$ cat config.mk
export PLATFORM = sky130hd
export DESIGN_NAME = fir_stream_ctrl
export DESIGN_NICKNAME = d
export VERILOG_FILES = /design/src/rtl/fir_stream_ctrl.sv
export SDC_FILE = /design/constraint.sdc
export NUM_CORES = 1
export LEC_CHECK = 0
export CORE_MARGIN = 2
export CORE_UTILIZATION = 47
export CTS_CLUSTER_SIZE = 20
export DETAILED_ROUTE_END_ITERATION = 7
export PLACE_DENSITY_LB_ADDON = 0.15
export SYNTH_ARGS = -nofsm -noshare
export SYNTH_HDL_FRONTEND = slang
export SYNTH_SLANG_ARGS = --single-unit
$ cat constraint.sdc
create_clock -name clk -period 2.5 [get_ports clk]
set_clock_uncertainty 0.2 [all_clocks]
set_input_delay 0.5 -clock clk [delete_from_list [all_inputs] [get_ports clk]]
set_output_delay 0.5 -clock clk [all_outputs]
set_load 0.005 [all_outputs]
$ cat src/rtl/fir_stream_ctrl.sv
// Valid/ready streaming front-end for the serial FIR engine: input FIFO, start/done sequencing, output register.
// Define FIR_STREAM_CTRL_TIMEOUT_EN to enable the WAIT-state watchdog and the sticky err flag.
module fir_stream_ctrl #(
  parameter int unsigned DataWidth     = 12,
  parameter int unsigned FifoDepth     = 4,
  parameter int unsigned TimeoutCycles = 256
) (
  input  logic                 clk,
  input  logic                 rst,
  input  logic                 in_valid,
  output logic                 in_ready,
  input  logic [DataWidth-1:0] in_data,
  output logic                 fir_start,
  output logic [DataWidth-1:0] fir_x,
  input  logic                 fir_done,
  input  logic [DataWidth-1:0] fir_y,
  output logic                 out_valid,
  input  logic                 out_ready,
  output logic [DataWidth-1:0] out_data,
  output logic                 busy,
  output logic                 err
);

  localparam int unsigned PtrW = (FifoDepth > 1) ? $clog2(FifoDepth) : 1;
  localparam int unsigned CntW = PtrW + 1;

  typedef enum logic [1:0] {
    S_IDLE,
    S_START,
    S_WAIT,
    S_HOLD
  } state_e;

  generate
    if (FifoDepth < 2 || (FifoDepth & (FifoDepth - 1)) != 0) begin : g_bad_depth
      $error("fir_stream_ctrl: FifoDepth must be a power of two and at least 2");
    end
    if (TimeoutCycles < 1) begin : g_bad_timeout
      $error("fir_stream_ctrl: TimeoutCycles must be at least 1");
    end
  endgenerate

  // ---------------------------------------------------------------------------
  // Declarations
  // ---------------------------------------------------------------------------
  state_e               state_q, state_d;

  logic [DataWidth-1:0] mem_q [FifoDepth];
  logic [PtrW-1:0]      wr_ptr_q, wr_ptr_d;
  logic [PtrW-1:0]      rd_ptr_q, rd_ptr_d;
  logic [CntW-1:0]      count_q, count_d;
  logic                 fifo_full, fifo_empty;
  logic                 fifo_wr, fifo_rd;

  logic [DataWidth-1:0] fir_x_q, fir_x_d;
  logic                 out_valid_q, out_valid_d;
  logic [DataWidth-1:0] out_data_q, out_data_d;

  logic                 out_free;
  logic                 load_out;
  logic                 timeout;

  // ---------------------------------------------------------------------------
  // Input FIFO
  // ---------------------------------------------------------------------------
  assign fifo_full  = (count_q == CntW'(FifoDepth));
  assign fifo_empty = (count_q == '0);
  assign fifo_wr    = in_valid && !fifo_full;
  assign in_ready   = !fifo_full;

  // NOTE: storage has no reset; only the pointers and count must be defined, so the RAM stays reset-free.
  always_ff @(posedge clk) begin
    if (fifo_wr) begin
      mem_q[wr_ptr_q] <= in_data;
    end
  end

  // NOTE: every variable assigned in an always_comb gets a default first, so no latch can be inferred.
  always_comb begin
    wr_ptr_d = wr_ptr_q;
    rd_ptr_d = rd_ptr_q;
    if (fifo_wr) begin
      wr_ptr_d = wr_ptr_q + PtrW'(1);
    end
    if (fifo_rd) begin
      rd_ptr_d = rd_ptr_q + PtrW'(1);
    end
    count_d = count_q + CntW'(fifo_wr) - CntW'(fifo_rd);
  end

  // ---------------------------------------------------------------------------
  // Control FSM: state register / next state / outputs
  // ---------------------------------------------------------------------------
  assign out_free = !out_valid_q || out_ready;

  // NOTE: clocked state uses non-blocking assignments so every register samples pre-edge values.
  always_ff @(posedge clk or posedge rst) begin
    if (rst) begin
      state_q <= S_IDLE;
    end else begin
      state_q <= state_d;
    end
  end

  always_comb begin : fsm_next_state
    state_d = state_q;
    case (state_q)
      S_IDLE: begin
        if (!fifo_empty) begin
          state_d = S_START;
        end
      end
      S_START: state_d = S_WAIT;
      S_WAIT: begin
        if (fir_done) begin
          state_d = out_free ? S_IDLE : S_HOLD;
        end else if (timeout) begin
          state_d = S_IDLE;
        end
      end
      S_HOLD: begin
        if (out_free) begin
          state_d = S_IDLE;
        end
      end
      default: state_d = S_IDLE;
    endcase
  end

  // A done seen outside WAIT never loads, which also drops stale dones after reset.
  always_comb begin : fsm_outputs
    fir_start = 1'b0;
    fifo_rd   = 1'b0;
    load_out  = 1'b0;
    case (state_q)
      S_IDLE:  fifo_rd   = !fifo_empty;
      S_START: fir_start = 1'b1;
      S_WAIT:  load_out  = fir_done && out_free;
      S_HOLD:  load_out  = out_free;
      default: ;
    endcase
  end

  assign busy = (state_q != S_IDLE);

  // ---------------------------------------------------------------------------
  // Sample and output registers
  // ---------------------------------------------------------------------------
  always_comb begin
    fir_x_d     = fir_x_q;
    out_valid_d = out_valid_q;
    out_data_d  = out_data_q;
    if (fifo_rd) begin
      fir_x_d = mem_q[rd_ptr_q];
    end
    if (load_out) begin
      out_valid_d = 1'b1;
      out_data_d  = fir_y;
    end else if (out_ready) begin
      out_valid_d = 1'b0;
    end
  end

  always_ff @(posedge clk or posedge rst) begin
    if (rst) begin
      wr_ptr_q    <= '0;
      rd_ptr_q    <= '0;
      count_q     <= '0;
      fir_x_q     <= '0;
      out_valid_q <= 1'b0;
      out_data_q  <= '0;
    end else begin
      wr_ptr_q    <= wr_ptr_d;
      rd_ptr_q    <= rd_ptr_d;
      count_q     <= count_d;
      fir_x_q     <= fir_x_d;
      out_valid_q <= out_valid_d;
      out_data_q  <= out_data_d;
    end
  end

  assign fir_x     = fir_x_q;
  assign out_valid = out_valid_q;
  assign out_data  = out_data_q;

  // ---------------------------------------------------------------------------
  // Optional WAIT watchdog
  // ---------------------------------------------------------------------------
`ifdef FIR_STREAM_CTRL_TIMEOUT_EN
  localparam int unsigned TimerW = (TimeoutCycles > 1) ? $clog2(TimeoutCycles) : 1;

  logic [TimerW-1:0] timer_q, timer_d;
  logic              err_q, err_d;

  // A late done on the final cycle still wins over the timeout.
  assign timeout = (state_q == S_WAIT) && !fir_done &&
                   (timer_q == TimerW'(TimeoutCycles - 1));

  // Held at zero outside WAIT, so each WAIT entry starts a fresh count.
  always_comb begin
    timer_d = '0;
    if (state_q == S_WAIT && !timeout) begin
      timer_d = timer_q + TimerW'(1);
    end
    err_d = err_q || timeout;
  end

  always_ff @(posedge clk or posedge rst) begin
    if (rst) begin
      timer_q <= '0;
      err_q   <= 1'b0;
    end else begin
      timer_q <= timer_d;
      err_q   <= err_d;
    end
  end

  assign err = err_q;
`else
  assign timeout = 1'b0;
  assign err     = 1'b0;
`endif

endmodule

# After elaboration in Yosys (flattened, before gate mapping)
# Memory sizes are Yosys's and may differ from the RTL's. A register that Yosys moved wholly into a read port is not among the register bits.
# Index checks and enable logic that the tools add are counted.
classes:
  n_addsub: 4
  n_mux: 12
  n_reduce_logical: 11
  n_eq_ne: 7
ops:
  columns: ["cell", "count"]
  rows:
  - ["two-way mux 2 bit", 4]
  - ["case mux 2 bit (4 select lines)", 1]
  - ["two-way mux 1 bit", 6]
  - ["!= test 2 bit (second input constant)", 3]
  - ["adder 2 x 1 -> 2 bit (second input constant)", 2]
  - ["equality test 2 bit (second input constant)", 2]
  - ["nonzero test 2 bit", 2]
  - ["adder 3 x 1 -> 3 bit", 1]
  - ["equality test 3 bit (second input constant)", 1]
  - ["logical NOT 1 bit", 3]
  - ["logical NOT 3 bit", 1]
  - ["AND reduction 3 bit", 1]
  - ["subtractor 3 x 1 -> 3 bit", 1]
  - ["equality test 2 x 1 -> 1 bit (second input constant)", 1]
  - ["logical AND 1 bit", 2]
  - ["logical NOT 2 bit", 1]
  - ["case mux 1 bit (2 select lines)", 1]
  - ["logical OR 1 bit", 1]
totals:
  inputBits: 29
  memories: 1
  register_bits: 22
  mem_bits_rw: 48
  out_inout_bits: 29
mem_list:
  columns: ["memory", "words", "word_bits", "read_ports", "rd_clocked_by_memory_dff", "write_ports", "line", "text"]
  rows:
  - ["mem_q", 4, 12, 1, 1, 1, "48", "logic [DataWidth-1:0] mem_q [FifoDepth];"]

# Longest topological paths before layout
# Gate-level depths: netlist of run 1.
logic_depth:
  depth_word: 5
  depth_mapped: 10
  ltp_nobuf: 10

# Least setup slack after synthesis of run 1
# Ideal clock, no wire load.
synth_timing:
  kind: "register to register"
  startpoint: "register count_q[1]"
  endpoint: "register count_q[2]"
  arrival_ns: 2.126
  t_required_ns: 2.177
  path_stages_with_launch: 11
  slack_ns: 0.051
  cell_sequence: "dfrtp_1 or3b_4 and2_4 inv_1 ha_1 inv_1 ha_1 inv_1 fa_1 xnor2_1 xnor2_1"
synth_between:
  elab_chain_cells: 5
  elab_cells_between_ends: 8
  cone_classes: "add/sub (2); eq/ne (1); mux (1); reduce/logical (4)"
synth_lines:
  columns: ["item", "line", "text"]
  rows:
  - ["start: declaration", "51", "logic [CntW-1:0] count_q, count_d;"]
  - ["start signal: assignment", "175", "count_q <= count_d;"]
  - ["equality test 3 bit", "66", "assign fifo_full = (count_q == CntW'(FifoDepth));"]
  - ["logical NOT 1 bit", null, null]
  - ["via in_ready", "11", "output logic in_ready,"]
  - ["logical AND 1 bit", "68", "assign fifo_wr = in_valid && !fifo_full;"]
  - ["adder 3 x 1 -> 3 bit", "88", "count_d = count_q + CntW'(fifo_wr) - CntW'(fifo_rd);"]
  - ["subtractor 3 x 1 -> 3 bit", "88", null]
  - ["via count_d[2]", "51", null]
# The timed path passes the listed nets, and every way through them passes these cells.
# A chain may end at the register's enable or synchronous reset.

# Worst setup path after layout of run 1
layout_timing:
  startpoint: "register count_q[0]"
  endpoint: "output port in_ready"
layout_between:
  elab_chain_cells: 2
layout_lines:
  columns: ["item", "line", "text"]
  rows:
  - ["equality test 3 bit", "66", null]
  - ["logical NOT 1 bit", "69", "assign in_ready = !fifo_full;"]
  - ["end: declaration", "11", null]
# No other way between the ends.

==> metrics, run 1 <==
Fmax=about 400 MHz; IO Port Bufs=56; Post-synth EDFFs=48; post-synthesis sequential area ratio=71.06%; Setup Viol. Count Final=0; Reg clk slew, reported paths=70 ps; post-synth top area share=44.69%; fin nets=274; core footprint=6719 sq um; diode count=0; hold path depth=1; Hold Crit Class=flip-flop to flip-flop; most numerous cell in the Yosys netlist=edfxtp_1; multiplexer share of the synthesized area=~18%; Worst EP arrival=1730 ps; largest family of logic cells by synthesized area=multiplexers; Layout Area Growth over Synthesis=27.19%; Syn Inst Count=~160; largest net degree at the start of global routing=35; DRT Pass-1 Iters=4; chip width=86.85 um; Synth area leader=edfxtp_1; Setup WS post-layout=65.14 ps; WS Path Type=flip-flop to output port; number of global-route vias before repair=1774; Crit Path Max Fanout=5; Post-route DRC=0; Fin Setup TNS=0 ps; cell area after layout=4103 sq um; Synth Cell Area=3226 sq um; max_cap viols=0; RSZ-0062 raised after global routing=no; Synth async-reset ratio=41.46%; Simple-Gate Fraction of Synth Area=3.258%; final WL=~5400 um; global-route wire length before repair=8756 um; Pwr Total=4.858 mW; TritonCTS clock tree=yes; worst skew pair latency=340 ps; P_leak=about 1.6 nW; die area=7542 sq um; Post-Place Cells=just over 300; crit end category=output port; Die Y=86.85 um; Post-Layout Cell Count=323; starting density of the core=48.01%; Worst-Margin Slew=607.9 ps; Max Root-Sink Buffers=2; prevailing post-synth register cell=edfxtp_1; Clock Tree Root=clkbuf_8; Slew headroom=59.48%; Yosys cell types=27; most frequent cells after synthesis=48 x edfxtp_1, 34 x dfrtp_1, 12 x mux2_1, 12 x mux4_2, 9 x mux2_4; CP startpoint kind=flip-flop; largest cells by area after synthesis=edfxtp_1 45%, dfrtp_1 26%, mux4_2 8.4%; DR vias/cell=5.115; share of cells above drive strength 1=approximately 23%; pwr dens=1184 nW/um^2; CTS Sinks=around 80; # rows=30; GRT Total Usage=16.10%; Post-DRT Antenna Nets=0; placed inst area=3923 sq um; compound-cell area share of the yosys netlist=0.3491%; synthesized flop and latch total=82; io pins=58; initial drt markers=76; Fin. Hold Viols=0; H-tree levels=3; syn_nets=slightly below 200; crit path time final=approximately 2400 ps; adder-cell share of the synthesized area=2.948%; initial antenna violation count=0; via count=1652; Ys Warns=0; routed len/inst=about 17 um; worst slack, placed=-177.0 ps; outcome=finished clean; XOR/XNOR Fraction of Synth Area=1.358%; gr ovfl total=0; Worst IR Drop VDD=502.1 uV; crit share post-route=~100%; Slew Limit Fails=0; worst endpoint required time=1800 ps; Reg2Reg Depth=10; Avg Cell Area, Syn=19.79 sq um; Fill cells=493; fin util=between 60% and 70%; Detailed Place HPWL=3670 um; total CTS buffers=9; routability cong.=between 0.7 and 0.8; Fin Hold WS=290.7 ps
cells by family (layout without fill, tap and decap cells):
kind of cell	Yosys count	count (layout)
xor gates and xnor gates	5	5
muxes	37	37
AOI/OAI and AO/OA	2	2
and+or+nand+nor	15	15
other	1	1
adders and majority gates	7	7
buffers and inverters	14	94
DFF	82	82
where the power goes:
group          internal (mW)  total (mW)  switching, mW
combinational           1.22        1.91          0.686
clock                  0.353       0.778          0.425
sequential              1.91        2.17          0.264
total                   3.48        4.86           1.38
state kept, by name, summed over array words and instances, names as in the netlist:
signal / cells
mem_q: 48
fir_x: 12
out_data: 12
count_q: 3
rd_ptr_q: 2
state_q: 2
wr_ptr_q: 2
out_valid: 1
path summary, 6_finish.rpt:
kind                                                from                       end  slack [ps]
worst max-delay path                count_q[0]$_DFF_PP0_                  in_ready          70
worst min-delay path            out_data[10]$_DFFE_PP0P_  out_data[10]$_DFFE_PP0P_         290
worst max register to register      count_q[0]$_DFF_PP0_      count_q[2]$_DFF_PP0_         100
worst min register to register  out_data[10]$_DFFE_PP0P_  out_data[10]$_DFFE_PP0P_         290
max in group asynchronous                            rst   out_data[8]$_DFFE_PP0P_        1440
min in group asynchronous                            rst      fir_x[1]$_DFFE_PP0P_         360
layer usage:
layer  vias to the layer above  part of all wire [%]  GRT usage [%]
met2                        59                    50          27.00
li1                        757                     -              -
met4                         0                   1.9          7.670
met3                         9                   6.4          5.333
met1                       827                    42          18.61
met5                         -                     0              0
area by class of cell:
cell class                 count  area, sq um  share of cell area (%)
clock inverter                 4        20.02                  0.4880
multi-input combinational     67        847.1                   20.65
sequential                    82         2292                   55.87
timing repair buffer          70        678.2                   16.53
clock buffer                  12        135.1                   3.294
tap                           80        100.1                   2.440
inverter                       8        30.03                  0.7319
critical path, cell delays in order, from the launching register on:
cell             delay (ps)
dfrtp_1                 390
or3b_4                  410
buf_4                   160
clkdlybuf4s50_1         440
placed cells by master, fill, tap and decap left out, types with 2 or more instances in the layout:
master	count
mux2_2	4
mux4_2	12
nor2b_1	2
ha_1	6
inv_1	8
edfxtp_1	48
xor2_1	2
mux2_1	12
clkbuf_1	3
nor2_1	2
buf_4	13
clkinv_1	2
dfrtp_1	34
nor3_2	2
and3_1	4
clkdlybuf4s50_1	56
xnor2_1	3
clkbuf_8	9
mux2_4	9
timing repair:
item,in CTS,in global routing
buffers inserted,3,0
endpoints found under the setup margin,1,1
pin swaps,3,2
hold buffers,0,0
gates resized for setup,0,1
(Power assumes the default switching activity.)
==> run 2: changes to the inputs <==
--- a/config.mk
+++ b/config.mk
@@ -6,7 +6,7 @@
 export NUM_CORES = 1
 export LEC_CHECK = 0
 export CORE_MARGIN = 2
-export CORE_UTILIZATION = 47
+export CORE_UTILIZATION = 40
 export CTS_CLUSTER_SIZE = 20
 export DETAILED_ROUTE_END_ITERATION = 7
 export PLACE_DENSITY_LB_ADDON = 0.15
==> constraint.sdc (replaced) <==
create_clock -name clk -period 2.7 [get_ports clk]
set_clock_uncertainty 0.2 [all_clocks]
set_input_delay 0.54 -clock clk [delete_from_list [all_inputs] [get_ports clk]]
set_output_delay 0.54 -clock clk [all_outputs]
set_load 0.005 [all_outputs]
==> metrics, run 2 (synthesis gave the netlist of run 1 again) <==
die area=8798 sq um (was 7542 sq um); Worst EP arrival=2630 ps (was 1730 ps); fin nets=270 (was 274); Post-DRT Antenna Nets=0 (unchanged); initial antenna violation count=0 (unchanged); H-tree levels=3 (unchanged); Max Root-Sink Buffers=2 (unchanged); Reg2Reg Launch Point=count_q[1]$_DFF_PP0_ (was count_q[0]$_DFF_PP0_); gr ovfl total=0 (unchanged); Fin. Hold Viols=0 (unchanged); Slew headroom=57.38% (was 59.48%); WS Path Type=flip-flop to flip-flop (was flip-flop to output port); worst endpoint required time=2770 ps (was 1800 ps); TritonCTS clock tree=yes (unchanged); Reg clk slew, reported paths=80 ps (was 70 ps); hold buffers post-CTS=0 (unchanged); RSZ-0062 raised after global routing=no (unchanged); Top reg by flops=mem_q (unchanged); number of global-route vias before repair=1781 (was 1774); io pins=58 (unchanged); share of cells above drive strength 1=23.01% (was 23.05%); Setup Viol. Count Final=0 (unchanged); Die Y=93.80 um (was 86.85 um); core footprint=7767 sq um (was 6719 sq um); largest net degree at the start of global routing=35 (unchanged); switching portion of total power=28.27% (was 28.31%); sw power=1.329 mW (was 1.375 mW); Post-route DRC=0 (unchanged); CP dominant cell by count=inv_1; commonest non-fill, non-tap cell in the layout=clkdlybuf4s50_1 (unchanged); routed len/inst=16.66 um (was 16.81 um); IO Port Bufs=56 (unchanged); DR vias/cell=4.721 (was 5.115); outcome=finished clean (unchanged); combinational group share of total power=35.8% (was 39.3%); postcts setup bufs=0 (was 3); final WL=5680 um (was 5431 um); Fmax=391.0 MHz; max reg flops=48 (unchanged); Setup WS post-layout=142.3 ps (was 65.14 ps); GRT Total Usage=14.10% (was 16.10%); worst slack, placed=-33.28 ps (was -177.0 ps); P_leak=1.594 nW (was 1.582 nW); # rows=32 (was 30); Reg2Reg Depth=10 (unchanged); CP startpoint kind=flip-flop (unchanged); CTS Sinks=82 (unchanged); Seq pwr share=43.2% (was 44.7%); Layout Area Growth over Synthesis=28.78% (was 27.19%); total CTS buffers=9 (unchanged); cts repair resizes=0 (unchanged); crit path time final=2558 ps; most frequent cells in the layout=56 x clkdlybuf4s50_1, 48 x edfxtp_1, 34 x dfrtp_1 (unchanged); Worst-Margin Slew=639.3 ps (was 607.9 ps); Critical Path End=count_q[2]$_DFF_PP0_ (was in_ready); Crit Path Max Fanout=6 (was 5); DRT Pass-1 Iters=4 (unchanged); fin util=53.48% (was 61.06%); Fill cells=616 (was 493); crit path cell chain=or3b_4 -> and2_4 -> inv_1 -> ha_1 -> inv_1 -> ha_1 -> inv_1 -> fa_1 -> xnor2_1 -> xnor2_1 (was or3b_4 -> buf_4 -> clkdlybuf4s50_1); max_cap viols=0 (unchanged); slowest stage delay, CP=460 ps (was 440 ps); Worst IR Drop VDD=525.9 uV (was 502.1 uV); pwr dens=1132 nW/um^2 (was 1184 nW/um^2); via count=1610 (was 1652); initial drt markers=32 (was 76); R2R Path End=count_q[2]$_DFF_PP0_ (unchanged); diode count=0 (unchanged); chip width=93.80 um (was 86.85 um); flop-to-flop setup slack=140 ps (was 100 ps); crit end category=flip-flop (was output port); Hold Crit Class=flip-flop to flip-flop (unchanged); crit share post-route=94.73%; starting density of the core=41.53% (was 48.01%); Detailed Place HPWL=3788 um (was 3670 um); critical path's slowest cell=dfrtp_1 (was clkdlybuf4s50_1); clock network fraction of total power=21.0% (was 16.0%); start point of the critical path=count_q[1]$_DFF_PP0_ (was count_q[0]$_DFF_PP0_); Clock Tree Root=clkbuf_8 (unchanged); worst skew pair latency=350 ps (was 340 ps); Slew Limit Fails=0 (unchanged); routability cong.=0.6901 (was 0.7054); internal power=3.373 mW (was 3.483 mW); global-route wire length before repair=8990 um (was 8756 um)
-- run 2: changes by cell type in the layout (fill, tap and decap cells not counted) --
cell	delta
fa_2	-1
clkinv_1	-1
clkinv_2	-1
clkbuf_1	-3
buf_4	-3
fa_1	+1
inv_8	+1
buf_12	-1
inv_6	+2
bufinv_16	+2
-- run 2: routing by layer --
metal	share of wire (%)	global-route usage, %
met4	2.6	7.609
met1	42	17.34
met3	5.3	3.852
met2	50	22.68
met5	0	0
-- run 2: area by class of cell --
class	count	area [sq um]	area share, %
Clock buffer	9	123.9	2.982
Clock inverter	7	100.1	2.410
Inverter	8	30.03	0.7229
Multi-Input combinational cell	67	844.6	20.33
Sequential cell	82	2292	55.18
Tap cell	102	127.6	3.072
Timing Repair Buffer	66	635.6	15.30
-- run 2: through the flow --
step	hold WS, ps	power, mW	setup TNS [ps]	instance area (sq um)	instances
floorplan	277.8	3.047	0	3226	163
global placement	266.5	3.711	0	3930	325
detailed placement	277.2	3.785	-33.28	3930	325
CTS	295.4	4.783	0	4154	341
global route	311.3	5.005	0	4154	341
finish	288.1	4.702	0	4154	341
-- run 2: worst max-delay path, delay by kind of cell, from the launching register on --
| family | cells | cell delay [ps] |
|---|---|---|
| simple gates | 2 | 620 |
| xor+xnor | 2 | 320 |
| buf+inv | 3 | 160 |
| fa+ha+maj | 3 | 730 |
| flops | 1 | 460 |
-- run 2: power groups by stage --
stage	Combinational [mW]	Sequential, mW	Clock (mW)
final	1.68	2.03	0.988
after global routing	1.85	2.09	1.07
after CTS	1.72	2.04	1.02
after detailed placement	1.72	2.06	0
after global placement	1.68	2.04	0
after floorplan	1.07	1.97	0
-- run 2: how the worst min path moves through the flow --
stage | from | endpoint | slack, ps | depth (start not counted)
finish | out_data[8]$_DFFE_PP0P_ | out_data[8]$_DFFE_PP0P_ | 290 | 1
global route | out_data[1]$_DFFE_PP0P_ | out_data[1]$_DFFE_PP0P_ | 310 | 1
CTS | out_data[8]$_DFFE_PP0P_ | out_data[8]$_DFFE_PP0P_ | 300 | 1
detailed placement | out_data[8]$_DFFE_PP0P_ | out_data[8]$_DFFE_PP0P_ | 280 | 1
global placement | out_data[1]$_DFFE_PP0P_ | out_data[1]$_DFFE_PP0P_ | 270 | 1
floorplan | count_q[2]$_DFF_PP0_ | count_q[2]$_DFF_PP0_ | 280 | 1
==> run 3: changes to the inputs <==
--- a/config.mk
+++ b/config.mk
@@ -6,7 +6,7 @@
 export NUM_CORES = 1
 export LEC_CHECK = 0
 export CORE_MARGIN = 2
-export CORE_UTILIZATION = 40
+export CORE_UTILIZATION = 52
 export CTS_CLUSTER_SIZE = 20
 export DETAILED_ROUTE_END_ITERATION = 7
 export PLACE_DENSITY_LB_ADDON = 0.15
==> metrics, run 3 (synthesis gave the netlist of run 1 again) <==
Fin. Hold Viols=0 (unchanged); largest net degree at the start of global routing=35 (unchanged); Slew Limit Fails=0 (unchanged); CP startpoint kind=flip-flop (unchanged); Hold Crit Class=flip-flop to flip-flop (unchanged); worst endpoint required time=2770 ps (about the same); initial antenna violation count=0 (unchanged); most frequent cells in the layout=56 x clkdlybuf4s50_1, 48 x edfxtp_1, 34 x dfrtp_1 (unchanged); outcome=finished clean (unchanged); hold path depth=1 (unchanged); Pwr Total=4.569 mW (was 4.702 mW); Die Y=82.76 um (was 93.80 um); diode count=0 (unchanged); Layout Area Growth over Synthesis=26.84% (was 28.78%); chip width=82.76 um (was 93.80 um); final WL=5345 um (was 5680 um); postcts setup bufs=0 (unchanged); TritonCTS clock tree=yes (unchanged); max reg flops=48 (unchanged); via count=1632 (was 1610); # rows=28 (was 32); core footprint=5956 sq um (was 7767 sq um); Post-DRT Antenna Nets=0 (unchanged); Clock Tree Root=clkbuf_8 (unchanged); Reg2Reg Depth=10 (unchanged); RSZ-0062 raised after global routing=no (unchanged); P_leak=1.577 nW (was 1.594 nW); DRT Pass-1 Iters=4 (unchanged); fin nets=270 (unchanged); Fill cells=392 (was 616); hold buffers post-CTS=0 (unchanged); GRT Total Usage=17.46% (was 14.10%); flop-to-flop setup slack=120 ps (was 140 ps); pwr dens=1117 nW/um^2 (was 1132 nW/um^2); gr ovfl total=0 (unchanged); Crit Path Max Fanout=6 (unchanged); routed len/inst=17.02 um (was 16.66 um); Worst EP arrival=2650 ps (was 2630 ps); top sig layer=met4 (unchanged); cts repair resizes=0 (unchanged); crit share post-route=95.60% (was 94.73%); share of cells above drive strength 1=23.01% (unchanged); Fin Hold WS=294.8 ps (was 288.1 ps); WS Path Type=flip-flop to flip-flop (unchanged); DR vias/cell=5.197 (was 4.721); global-route wire length before repair=8355 um (was 8990 um); crit path buf inv count=3 (unchanged); CP dominant cell by count=inv_1 (unchanged); Worst IR Drop VDD=552.3 uV (was 525.9 uV); delay-heaviest family, CP=adder cells (unchanged); worst skew pair latency=350 ps (about the same); commonest non-fill, non-tap cell in the layout=clkdlybuf4s50_1 (unchanged); Slew headroom=60.11% (was 57.38%); Fmax=387.4 MHz (was 391.0 MHz); Setup Viol. Count Final=0 (unchanged); Post-route DRC=0 (unchanged); max_cap viols=0 (unchanged); slowest stage delay, CP=450 ps (was 460 ps); Max Root-Sink Buffers=2 (unchanged); Fin Setup TNS=0 ps (unchanged); Worst-Margin Slew=598.3 ps (was 639.3 ps); total CTS buffers=9 (unchanged); routability cong.=0.7360 (was 0.6901); number of global-route vias before repair=1744 (was 1781); R2R Path End=count_q[2]$_DFF_PP0_ (unchanged); starting density of the core=54.16% (was 41.53%); Reg clk slew, reported paths=80 ps (about the same); initial drt markers=83 (was 32); Reg2Reg Launch Point=count_q[1]$_DFF_PP0_ (unchanged); IO Port Bufs=56 (unchanged); DRT met1 WL=2259 um (was 2407 um); critical path's slowest cell=dfrtp_1 (unchanged); crit path cell chain=or3b_4 -> and2_4 -> inv_1 -> ha_1 -> inv_1 -> ha_1 -> inv_1 -> fa_1 -> xnor2_1 -> xnor2_1 (unchanged); io pins=58 (unchanged); Hold Path End=out_data[11]$_DFFE_PP0P_ (was out_data[8]$_DFFE_PP0P_); crit end category=flip-flop (unchanged); CTS Sinks=82 (unchanged); die area=6849 sq um (was 8798 sq um); routed wl met3=319 um (was 300 um); met2 WL=2693 um (was 2825 um); start point of the critical path=count_q[1]$_DFF_PP0_ (unchanged); Top reg by flops=mem_q (unchanged); crit path time final=2581 ps (was 2558 ps); min-delay src=out_data[11]$_DFFE_PP0P_ (was out_data[8]$_DFFE_PP0P_); Detailed Place HPWL=3675 um (was 3788 um); H-tree levels=3 (unchanged)
run 3: area by class of cell:
cell class | count | area (sq um) | share of cell area [%]
repair buffers | 66 | 635.6 | 15.54
flip-flops and latches | 82 | 2292 | 56.02
inverters | 8 | 30.03 | 0.7339
multi-input cells | 67 | 844.6 | 20.64
well taps | 75 | 93.84 | 2.294
clock inverters | 6 | 67.56 | 1.651
clock buffers | 10 | 127.6 | 3.119
run 3: per-layer routing:
metal  vias to the layer above  track usage (%)
met5                         -                0
met1                       819            21.00
met2                        57            29.84
li1                        749                -
met4                         0            8.361
met3                         7            4.022
run 3: worst reg2reg max path, delay by kind of cell, from the launching register on:
| kind | cells | cell delay, ps |
|---|---|---|
| adder cells (fa/ha/maj) | 3 | 730 |
| AND/OR/NAND/NOR | 2 | 620 |
| flip-flops | 1 | 450 |
| XOR/XNOR | 2 | 330 |
| buffers and inverters | 3 | 160 |
run 3: worst max-delay path by stage:
stage,to,cells past startpoint
after floorplan,count_q[2]$_DFF_PP0_,10
after global placement,count_q[2]$_DFF_PP0_,10
after detailed placement,count_q[2]$_DFF_PP0_,10
after CTS,count_q[2]$_DFF_PP0_,10
after global routing,count_q[2]$_DFF_PP0_,10
final,count_q[2]$_DFF_PP0_,10
run 3: stage by stage:
step	cell area [sq um]	instances	worst slack (ps)	utilization, %
6_report	4091	314	118.7	68.70
5_1_grt	4091	314	6.110	68.70
4_1_cts	4091	314	108.0	68.70
3_5_place_dp	3896	298	-25.48	65.42
3_3_place_gp	3896	298	54.54	65.42
2_1_floorplan	3226	163	250.7	-
run 3: where the power goes:
part	switching, mW	leakage, nW	internal, mW
logic	0.636	0.647	1.08
registers	0.230	0.838	1.77
clock network	0.431	0.0929	0.430
